## src/rtl/mmr_intr_status_bank_if.sv

```systemverilog
// rtl/mmr_intr_status_bank_if.sv - MMR/interrupt bundle between the status bank and its user
//
// Purpose : carries event pulses, the single-cycle MMR read/write port and the
//           interrupt request.
// Params  : N - number of 32-bit ISR/IMR word pairs.
// Modports: master - the status bank: drives isr, imr, rd_data, rd_valid, irq.
//           slave  - the user side: drives isr_pulses and the MMR strobes.
interface mmr_intr_status_bank_if #(
   parameter int N = 1
);
   localparam int AW = $clog2(2 * N + 1);

   logic [N-1:0][31:0] isr_pulses;
   logic [N-1:0][31:0] isr;
   logic [N-1:0][31:0] imr;
   logic               wr_en;
   logic [AW-1:0]      wr_addr;
   logic [31:0]        wr_data;
   logic               rd_en;
   logic [AW-1:0]      rd_addr;
   logic [31:0]        rd_data;
   logic               rd_valid;
   logic               irq;

   modport master (
      input  isr_pulses, wr_en, wr_addr, wr_data, rd_en, rd_addr,
      output isr, imr, rd_data, rd_valid, irq
   );

   modport slave (
      output isr_pulses, wr_en, wr_addr, wr_data, rd_en, rd_addr,
      input  isr, imr, rd_data, rd_valid, irq
   );
endinterface

```

## src/rtl/mmr_intr_status_bank.sv

```systemverilog
// rtl/mmr_intr_status_bank.sv - sticky interrupt status/mask bank with registered irq
//
// Purpose : accumulates per-source event pulses into sticky W1C ISR words,
//           holds RW IMR words (1 = masked) and raises one registered level irq
//           when any unmasked ISR bit is set.
// Address : 2i = ISR[i] (W1C), 2i+1 = IMR[i] (RW), 2N = HOLDOFF (RW) or reserved.
// Options : MMR_INTR_HOLDOFF_EN - adds the HOLDOFF register and a holdoff FSM
//           that keeps irq low for HOLDOFF cycles after each serviced interrupt.
// Ports   : clock - rising-edge clock
//           reset - asynchronous active-high reset
//           bus   - mmr_intr_status_bank_if.master (pulses, MMR port, isr/imr, irq)
module mmr_intr_status_bank #(
   parameter int N         = 1,
   parameter int HOLDOFF_W = 16
) (
   input  logic                   clock,
   input  logic                   reset,
   mmr_intr_status_bank_if.master bus
);
   localparam int AW = $clog2(2 * N + 1);

   logic [N-1:0][31:0]   isr_q, isr_d;
   logic [N-1:0][31:0]   imr_q, imr_d;
   logic [31:0]          rd_data_q, rd_data_d;
   logic                 rd_valid_q;
   logic                 irq_q, irq_d;
   logic                 pending;
   logic [HOLDOFF_W-1:0] holdoff_val;

   // Set wins over clear: the pulse is ORed in after the W1C mask.
   always_comb begin
      isr_d = isr_q;
      imr_d = imr_q;
      for (int i = 0; i < N; i++) begin
         isr_d[i] = (isr_q[i] & ~((bus.wr_en && bus.wr_addr == AW'(2 * i)) ? bus.wr_data : 32'h0))
                    | bus.isr_pulses[i];
         if (bus.wr_en && bus.wr_addr == AW'(2 * i + 1))
            imr_d[i] = bus.wr_data;
      end
   end

   always_comb begin
      pending = 1'b0;
      for (int i = 0; i < N; i++)
         pending = pending | (|(isr_q[i] & ~imr_q[i]));
   end

   // Reads sample the registered state, so a same-cycle write is not yet visible.
   always_comb begin
      rd_data_d = rd_data_q;
      if (bus.rd_en) begin
         rd_data_d = 32'h0;
         for (int i = 0; i < N; i++) begin
            if (bus.rd_addr == AW'(2 * i))
               rd_data_d = isr_q[i];
            if (bus.rd_addr == AW'(2 * i + 1))
               rd_data_d = imr_q[i];
         end
         if (bus.rd_addr == AW'(2 * N))
            rd_data_d = 32'(holdoff_val);
      end
   end

`ifdef MMR_INTR_HOLDOFF_EN
   typedef enum logic {
      S_IDLE,
      S_HOLD
   } state_t;

   state_t               state_q, state_d;
   logic [HOLDOFF_W-1:0] cnt_q, cnt_d;
   logic [HOLDOFF_W-1:0] holdoff_q, holdoff_d;

   always_comb begin
      state_d   = state_q;
      cnt_d     = cnt_q;
      irq_d     = pending;
      holdoff_d = holdoff_q;
      if (bus.wr_en && bus.wr_addr == AW'(2 * N))
         holdoff_d = bus.wr_data[HOLDOFF_W-1:0];
      case (state_q)
         S_IDLE: begin
            irq_d = pending;
            // irq currently high and about to drop: the ISR has been serviced.
            if (irq_q && !pending && holdoff_q != '0) begin
               cnt_d   = holdoff_q;
               state_d = S_HOLD;
            end
         end
         S_HOLD: begin
            irq_d = 1'b0;
            if (cnt_q <= HOLDOFF_W'(1)) begin
               cnt_d   = '0;
               state_d = S_IDLE;
            end else begin
               cnt_d = cnt_q - 1'b1;
            end
         end
         default: begin
            state_d = S_IDLE;
            cnt_d   = '0;
         end
      endcase
   end

   always_ff @(posedge clock or posedge reset) begin
      if (reset) begin
         state_q   <= S_IDLE;
         cnt_q     <= '0;
         holdoff_q <= '0;
      end else begin
         state_q   <= state_d;
         cnt_q     <= cnt_d;
         holdoff_q <= holdoff_d;
      end
   end

   assign holdoff_val = holdoff_q;
`else
   always_comb begin
      irq_d = pending;
   end

   // No HOLDOFF register: address 2N is reserved and reads back as zero.
   assign holdoff_val = '0;
`endif

   always_ff @(posedge clock or posedge reset) begin
      if (reset) begin
         isr_q      <= '0;
         imr_q      <= '1;
         rd_data_q  <= 32'h0;
         rd_valid_q <= 1'b0;
         irq_q      <= 1'b0;
      end else begin
         isr_q      <= isr_d;
         imr_q      <= imr_d;
         rd_data_q  <= rd_data_d;
         rd_valid_q <= bus.rd_en;
         irq_q      <= irq_d;
      end
   end

   assign bus.isr      = isr_q;
   assign bus.imr      = imr_q;
   assign bus.rd_data  = rd_data_q;
   assign bus.rd_valid = rd_valid_q;
   assign bus.irq      = irq_q;
endmodule

```

## src/flat_wrapper.sv

```systemverilog
// flat-port wrapper written by rule: the top's interface ports become plain ports
module mmr_intr_status_bank_flat 
#(
   parameter int N         = 1,
   parameter int HOLDOFF_W = 16
)
  (clock, reset, bus_isr_pulses, bus_wr_en, bus_wr_addr, bus_wr_data, bus_rd_en, bus_rd_addr, bus_isr, bus_imr, bus_rd_data, bus_rd_valid, bus_irq);
  mmr_intr_status_bank_if #(.N(N)) bus_i ();
  input  logic clock;
  input  logic reset;
  input wire logic [$bits(bus_i.isr_pulses)-1:0] bus_isr_pulses;
  input wire logic [$bits(bus_i.wr_en)-1:0] bus_wr_en;
  input wire logic [$bits(bus_i.wr_addr)-1:0] bus_wr_addr;
  input wire logic [$bits(bus_i.wr_data)-1:0] bus_wr_data;
  input wire logic [$bits(bus_i.rd_en)-1:0] bus_rd_en;
  input wire logic [$bits(bus_i.rd_addr)-1:0] bus_rd_addr;
  output wire logic [$bits(bus_i.isr)-1:0] bus_isr;
  output wire logic [$bits(bus_i.imr)-1:0] bus_imr;
  output wire logic [$bits(bus_i.rd_data)-1:0] bus_rd_data;
  output wire logic [$bits(bus_i.rd_valid)-1:0] bus_rd_valid;
  output wire logic [$bits(bus_i.irq)-1:0] bus_irq;
  assign bus_i.isr_pulses = bus_isr_pulses;
  assign bus_i.wr_en = bus_wr_en;
  assign bus_i.wr_addr = bus_wr_addr;
  assign bus_i.wr_data = bus_wr_data;
  assign bus_i.rd_en = bus_rd_en;
  assign bus_i.rd_addr = bus_rd_addr;
  assign bus_isr = bus_i.isr;
  assign bus_imr = bus_i.imr;
  assign bus_rd_data = bus_i.rd_data;
  assign bus_rd_valid = bus_i.rd_valid;
  assign bus_irq = bus_i.irq;
  mmr_intr_status_bank #(.N(N), .HOLDOFF_W(HOLDOFF_W)) u_core (.clock(clock), .reset(reset), .bus(bus_i));
endmodule
```

## config.mk

```make
export PLATFORM = sky130hd
export DESIGN_NAME = mmr_intr_status_bank_flat
export DESIGN_NICKNAME = d
export VERILOG_FILES = /design/src/rtl/mmr_intr_status_bank_if.sv /design/src/rtl/mmr_intr_status_bank.sv /design/src/flat_wrapper.sv
export SDC_FILE = /design/constraint.sdc
export NUM_CORES = 1
export LEC_CHECK = 0
export ABC_AREA = 0
export ABC_CLOCK_PERIOD_IN_PS = 3600
export BUFFER_PORTS_ARGS = -buffer_cell sky130_fd_sc_hd__buf_2
export CORE_MARGIN = 8
export CORE_UTILIZATION = 48
export DETAILED_ROUTE_END_ITERATION = 8
export PLACE_DENSITY = 0.8
export SLEW_MARGIN = 20
export SYNTH_ARGS = -nofsm -noshare
export SYNTH_HDL_FRONTEND = slang
export SYNTH_SLANG_ARGS = --single-unit
```

## constraint.sdc

```tcl
create_clock -name clock -period 3.6 [get_ports clock]
set_input_delay 0.72 -clock clock [delete_from_list [all_inputs] [get_ports clock]]
set_output_delay 0.72 -clock clock [all_outputs]
set_load 0.01 [all_outputs]
```

# Word-level counts from Yosys, hierarchy flattened
# Cells that the tools add are included.
# Widths: inputs -> output; s select.
[totals]
ramBits = 0
register_bits = 98
in_bits = 72
output_inout_bits = 98
wordCells = 22
latch_bits = 0
rom_bits = 0
mem_count = 0
[op_classes]
addsub = 0
n_shift = 0
n_div = 0
order_cmp = 0
mux = 4
n_eq_ne = 3
n_bitwise = 5
multipliers = 0
n_reduce_logical = 5
[op_table]
columns = ["op", "count"]
rows = [
  ["$mux 32", 4],
  ["$and 32x32->32", 2],
  ["$not 32->32", 2],
  ["$or 32x32->32", 1],
  ["$reduce_or 32->1", 1],
  ["$eq 2x1->1 const B", 2],
  ["$logic_not 2->1", 2],
  ["$eq 2x2->1 const B", 1],
  ["$logic_and 1x1->1", 2],
]

# Depth between registers and ports, before layout
# Gate-level depths: netlist (run 1).
[depth]
word_depth = 6
depth_mapped = 4
mapped_depth_nobuf = 4

# Worst setup path after synthesis (run 1)
# OpenSTA, ideal clock, no wires.
[synth_timing]
path_type = "input to register"
startpoint = "input bus_wr_addr[1]"
endpoint = "register u_core.isr_q, in the netlist u_core.bus.isr[10]"
path_buffers = 1
stages = 4
t_arrival_ns = 1.428
slack_ns = 2.047
required_ns = 3.476
setup_time_ns = 0.124
cell_sequence = "nor3b_2 buf_4 a21oi_1 or2_1"
[synth_rtl]
columns = ["item", "line", "text"]
rows = [
  ["start, declared", "flat_wrapper.sv:13", "input wire logic [$bits(bus_i.wr_addr)-1:0] bus_wr_addr;"],
  ["end signal, assigned", "mmr_intr_status_bank.sv:136", "isr_q <= isr_d;"],
  ["end, declared", "mmr_intr_status_bank.sv:22", "logic [N-1:0][31:0] isr_q, isr_d;"],
]

==> results of run 1 <==
[worst max path at each step]
stage                    from                            to  depth (start not counted)
2_1_floorplan           reset      u_core.bus.irq$_DFF_PP0_                          1
3_3_place_gp   bus_wr_addr[1]   u_core.bus.isr[0]$_DFF_PP0_                          5
3_5_place_dp   bus_wr_addr[1]  u_core.bus.isr[31]$_DFF_PP0_                          5
4_1_cts        bus_wr_addr[1]  u_core.bus.isr[31]$_DFF_PP0_                          5
5_1_grt        bus_wr_addr[1]  u_core.bus.isr[31]$_DFF_PP0_                          5
6_report       bus_wr_addr[1]  u_core.bus.isr[31]$_DFF_PP0_                          5
[cell families after synthesis]
family,synth area share (%)
muxes,16.0
DFF,58.8
buffers and inverters,8.17
AOI/OAI and AO/OA,10.9
and+or+nand+nor,6.17
[power groups by stage]
stage / combinational, mW / sequential (mW) / clock, mW
after floorplan: 0.231 / 1.44 / 0
after detailed placement: 0.533 / 1.40 / 0
after global placement: 0.518 / 1.39 / 0
after CTS: 0.535 / 1.38 / 0.643
final: 0.525 / 1.38 / 0.623
after global routing: 0.574 / 1.40 / 0.686
[area by class of cell]
cell class | count | share of cell area [%]
Inverter | 65 | 4.63
Multi-Input combinational cell | 184 | 26.4
Clock inverter | 5 | 0.611
Clock buffer | 11 | 2.47
Sequential cell | 98 | 46.8
Tap cell | 108 | 2.54
Timing Repair Buffer | 172 | 16.5
[layout by cell type, fill, tap and decap left out, types with 2 or more instances in the layout]
cell type	synthesis	layout
clkinv_2	0	2
clkbuf_8	0	9
or2_1	30	30
or2_2	2	2
o22ai_1	48	48
mux2i_1	32	32
mux2_2	32	32
nor4_1	4	4
dfrtp_1	66	66
inv_1	65	64
clkinvlp_4	0	3
clkbuf_1	4	2
a21oi_1	32	32
buf_4	3	2
dfstp_2	32	32
buf_2	4	169
[metrics by stage]
stage	worst slack [ns]	cell area [um^2]
floorplan	0.371	4240
global placement	1.32	5160
detailed placement	1.25	5160
CTS	1.64	5330
global route	1.53	5330
finish	1.63	5330
[routing by layer]
layer / part of all wire, % / GRT usage [%]
met4: 1.1 / 5.30
met3: 7.6 / 4.83
met5: 0 / 0
met1: 43 / 24.7
met2: 48 / 32.2
[flip-flops by register name, summed over array words and instances, names as in the netlist]
name and count:
u_core.bus.rd_valid 1, u_core.bus.irq 1, u_core.bus.imr 32, u_core.bus.rd_data 32, u_core.bus.isr 32
==> reports/qor.txt, run 1 <==
Delay of the slowest critical-path stage - 0.63 ns
Cell row count - 34
Largest net degree at the start of global routing - 56
Synth warn - 0
Number of I/O pins - 170
Final period util - 54.6%
Slew Limit Fails - 0
Area grow syn2layout - 25.6%
F_max - 509 MHz
Vias in the first global route - 3,657
Status - complete, no violations
# fillers - 727
CP top delay family - simple AND/OR/NAND/NOR gates
Clock Skew - 0.0188 ns
Post-CTS Setup Inserts - 0
R2r worst-path depth - 3
Top cell type's share of synthesized area - 38.9%
Asr flop ratio synth - 100%
Clk pwr share - 24.6%
DP Wirelength - 8.60 mm
Clk slew on worst S/H paths - 0.09 ns
Vert. Die Dim - 110 um
RR Endpoint - u_core.bus.irq$_DFF_PP0_
Comb power frac - 20.7%
PortBufs - 169
Worst slew margin - 30.2%
Sw frac - 29.9%
Pwr/cell area - 475 nW/um^2
Clock insertion delay at the later pin of the skew report - 0.36 ns
Post-synth top cells - dfrtp_1, inv_1, o22ai_1
Final hold viol count - 0
Die Area - 12,100 um^2
Drt wl/cell - 18.3 um
Num Clock Sinks - 98
Max Cap Violations - 0
Post-route DRC - 0
Yosys reg bits - 98
Post-route insts no fill - 643
Initial antenna violation count - 0
Sequential group share of total power - 54.7%
Post-Syn Nets - 436
DRT Pass-1 Iters - 6
CTS tree - yes
Post-synth top flop - dfrtp_1
Final ANT Viol Nets - 0
Internal Power - 1.77 mW
Worst R2R Start - u_core.bus.imr[11]$_DFFE_PP1P_
Worst path slowest cell - nor3b_4
Worst path cell trace - buf_2 -> nor3b_4 -> buf_4 -> a21oi_1 -> or2_2
Share of layout cells above drive strength 1 - 47.7%
Maximum vdd drop - 209 uV
Avg Cell Area, Syn - 11.7 um^2
Starting density of the core - 49.1%
Routed Wire Length - 11.7 mm
Gpl congestion - 0.763
Fin Setup TNS - 0 ns
Min Tclk post-route - 1.97 ns
Pwr Total - 2.53 mW
Min Hold Slack - 0.412 ns
# hold bufs at CTS - 0
CP startpoint kind - primary input
Dpl cells - 627
Setup-failing EPs final - 0
DRT iter0 DRCs - 120
Library cells used by synthesis - 19
Unrepaired setup endpoints after global routing - no
CP Data Required Time - 3.85 ns
ANT cells - 0
First-pass GRT wire length - 18.3 mm
Crit path kind - primary input to flip-flop
Slew of the pin with the lowest slew margin - 1.05 ns
Remaining Overflow, GRT - 0
Ranking of synthesized cells by area - dfrtp_1, dfstp_2, mux2_2
Clock Path Buffers - 2
Hold crit path type - primary input to async pin
Synthesized area - 4240 um^2
Die X - 110 um
Most frequent cell after synthesis - dfrtp_1
Layout Nets - 602
Inserted Clock Buffers - 9
Total number of vias - 3,320
Switching power - 758 uW
Lkg Pwr - 2.69 nW
H-tree levels - 3
Crit Path Max Fanout - 17
Critical path endpoint category - flip-flop
Register area share after synthesis - 58.8%
Global Route Usage Sum - 19.4%
Multi-input logic area - 1410 um^2
FF-to-FF setup slack - 2.22 ns
Crit path buf inv count - 2
Post-layout util - 61.7%
Arrival @ worst endpoint - 2.21 ns
Post-CTS Resized - 0
Drt via density - 5.16
Dominant cell type by area after synthesis - dfrtp_1
Core Region - 8640 um^2
Register Area - 2490 um^2
Post-synth EDFFs - 0
Root Buffer - clkbuf_8
Post-Synthesis Cells - 364
Note: power is estimated with default switching activity, not from simulation.
==> run 2, diff against run 1 <==
- ABC_AREA: 0 -> 1
- ABC_CLOCK_PERIOD_IN_PS: 3600 -> 1900
- CORE_UTILIZATION: 48 -> 49
- PLACE_DENSITY: 0.8 -> 0.81
- clock period: 3.6 -> 1.9 ns (I/O delays scaled with it)
==> reports/qor.txt, run 2 <==
Post-Syn Nets - 583
Crit path kind - flip-flop to output pin
Starting density of the core - 49.4%
Wire length on met2 - 6.26 mm
Register area share after synthesis - 55.7%
Unrepaired setup endpoints after global routing - no
Yosys reg bits - 98
Clk pwr share - 28.4%
Asr flop ratio synth - 100%
Avg Cell Area, Syn - 8.76 um^2
Worst path cell trace - buf_2
Wire length on met3 - 790 um
CTS tree - yes
Layout Nets - 748
Clk slew on worst S/H paths - 0.10 ns
Post-route DRC - 0
Initial antenna violation count - 0
Post-synth top cells - inv_1, nand2_1, nor2_1, o21ai_0, dfrtp_1
Register Area - 2490 um^2
Largest net degree at the start of global routing - 99
Final ANT Viol Nets - 0
PortBufs - 169
DRT iter0 DRCs - 270
Sequential group share of total power - 51.9%
Arrival @ worst endpoint - 1.08 ns
Post-synth EDFFs - 0
Area grow syn2layout - 25.9%
Post-CTS Resized - 0
Dominant cell type by area after synthesis - dfrtp_1
Lkg Pwr - 3.21 nW
DRT Pass-1 Iters - 5
CP Data Required Time - 1.52 ns
Post-synth top flop - dfrtp_1
Slew Limit Fails - 0
Most frequent cell after synthesis - inv_1
Synthesized area - 4480 um^2
Cell row count - 35
Num Clock Sinks - 98
Clock Path Buffers - 2
Global Route Usage Sum - 20.3%
Routed Wire Length - 12.4 mm
Top cell type's share of synthesized area - 36.9%
First-pass GRT wire length - 20.6 mm
DR top layer - met4
Drt via density - 4.99
Slew of the pin with the lowest slew margin - 0.512 ns
Multi-input logic area - 1480 um^2
Fin Setup TNS - 0 ns
CP top delay family - flip-flops
Inserted Clock Buffers - 9
Share of layout cells above drive strength 1 - 34.7%
F_max - 683 MHz
Internal Power - 3.43 mW
Drt wl/cell - 15.7 um
Worst path slowest cell - dfstp_2
Met1 WL - 5.12 mm
Vert. Die Dim - 112 um
ANT cells - 0
Max Cap Violations - 0
Min Hold Slack - 0.157 ns
Critical path endpoint category - output pin
Total number of vias - 3,951
Root Buffer - clkbuf_8
Clock Skew - 0.0113 ns
Number of I/O pins - 170
Switching power - 1.45 mW
Synth warn - 0
Vias in the first global route - 4,160
Commonest non-fill, non-tap cell in the layout - buf_2
DP Wirelength - 9.18 mm
Setup-failing EPs final - 0
Die Area - 12,500 um^2
Library cells used by synthesis - 18
CP startpoint kind - flip-flop
Final hold viol count - 0
Status - complete, no violations
Clock insertion delay at the later pin of the skew report - 0.35 ns
Commonest cells after routing, fill and taps aside - buf_2, inv_1, nand2_1
Post-Synthesis Cells - 511
Pwr/cell area - 866 nW/um^2
Min Tclk post-route - 1.46 ns
Maximum vdd drop - 468 uV
Sw frac - 29.7%
Post-CTS Setup Inserts - 0
Delay of the slowest critical-path stage - 0.58 ns
Final period util - 77.0%
Gpl congestion - 0.778
Comb power frac - 19.6%
H-tree levels - 3
Hold crit path type - primary input to async pin
# fillers - 794
Crit path buf inv count - 1
Ranking of synthesized cells by area - dfrtp_1, dfstp_2, inv_1
Die X - 112 um
Remaining Overflow, GRT - 0
# hold bufs at CTS - 0
Worst slew margin - 65.8%
Crit Path Max Fanout - 4
Core Region - 9060 um^2
run 2: changes by cell type after synthesis, moves of 33 or more:
cell,previous run,this run
o22ai_1,48,0
nor2_1,0,67
o21ai_0,0,67
nand2_1,0,84
inv_1,65,98
run 2: metrics by stage:
| step | instances | total power, mW | area (um^2) | setup slack [ns] | utilization, % |
|---|---|---|---|---|---|
| final | 792 | 4.88 | 5630 | 0.436 | 62.2 |
| after floorplan | 511 | 3.09 | 4480 | 0.384 | - |
| after global routing | 792 | 5.16 | 5630 | 0.395 | 62.2 |
| after global placement | 776 | 3.50 | 5430 | 0.570 | 59.9 |
| after CTS | 792 | 4.92 | 5630 | 0.429 | 62.2 |
| after detailed placement | 776 | 3.54 | 5430 | 0.544 | 59.9 |
run 2: final timing paths:
| kind | from | to | slack, ns | cells past startpoint |
|---|---|---|---|---|
| worst max-delay path | u_core.bus.imr[10]$_DFFE_PP1P_ | bus_imr[10] | 0.44 | 1 |
| worst min-delay path | reset | u_core.bus.rd_data[25]$_DFFE_PP0P_ | 0.16 | 3 |
| worst max register to register | u_core.bus.imr[17]$_DFFE_PP1P_ | u_core.bus.irq$_DFF_PP0_ | 0.65 | 7 |
| worst min register to register | u_core.bus.imr[27]$_DFFE_PP1P_ | u_core.bus.imr[27]$_DFFE_PP1P_ | 0.51 | 2 |
| max in group asynchronous | reset | u_core.bus.imr[12]$_DFFE_PP1P_ | 1.34 | 3 |
| min in group clock | bus_isr_pulses[1] | u_core.bus.isr[1]$_DFF_PP0_ | 0.21 | 2 |
run 2: cell type report:
class | instances | share of cell area (%)
clock inverters | 5 | 1.11
multi-input cells | 292 | 26.3
clock buffers | 11 | 2.51
repair buffers | 177 | 16.7
well taps | 111 | 2.47
flip-flops and latches | 98 | 44.2
inverters | 98 | 6.60
run 2: power by group through the flow:
stage          sequential (mW)  combinational (mW)  clock, mW
2_1_floorplan             2.65               0.438          0
3_3_place_gp              2.56               0.938          0
3_5_place_dp              2.57               0.972          0
4_1_cts                   2.53               0.975       1.41
5_1_grt                   2.56                1.07       1.53
6_report                  2.53               0.958       1.39
run 2: worst register-to-register path, cell delays in order (launching register included):
cell and delay [ns]:
dfstp_2 0.56, inv_1 0.05, nand2_1 0.09, nand2_1 0.06
nor2_1 0.18, nand2_1 0.08, nor2_1 0.09, nand2_1 0.05
run 2: cells by family (layout without fill, tap and decap cells):
logic type             after synthesis  count (layout)  share of synthesized area [%]
AOI/OAI and AO/OA                  131             131                           19.1
buffers and inverters              121             291                           11.2
DFF                                 98              98                           55.7
and+or+nand+nor                    161             161                           14.0
run 2: layer usage:
layer,global-route usage [%],up-vias
met1,24.7,1864
met4,7.66,0
met2,34.3,152
met5,0,-
li1,-,1920
met3,4.60,15
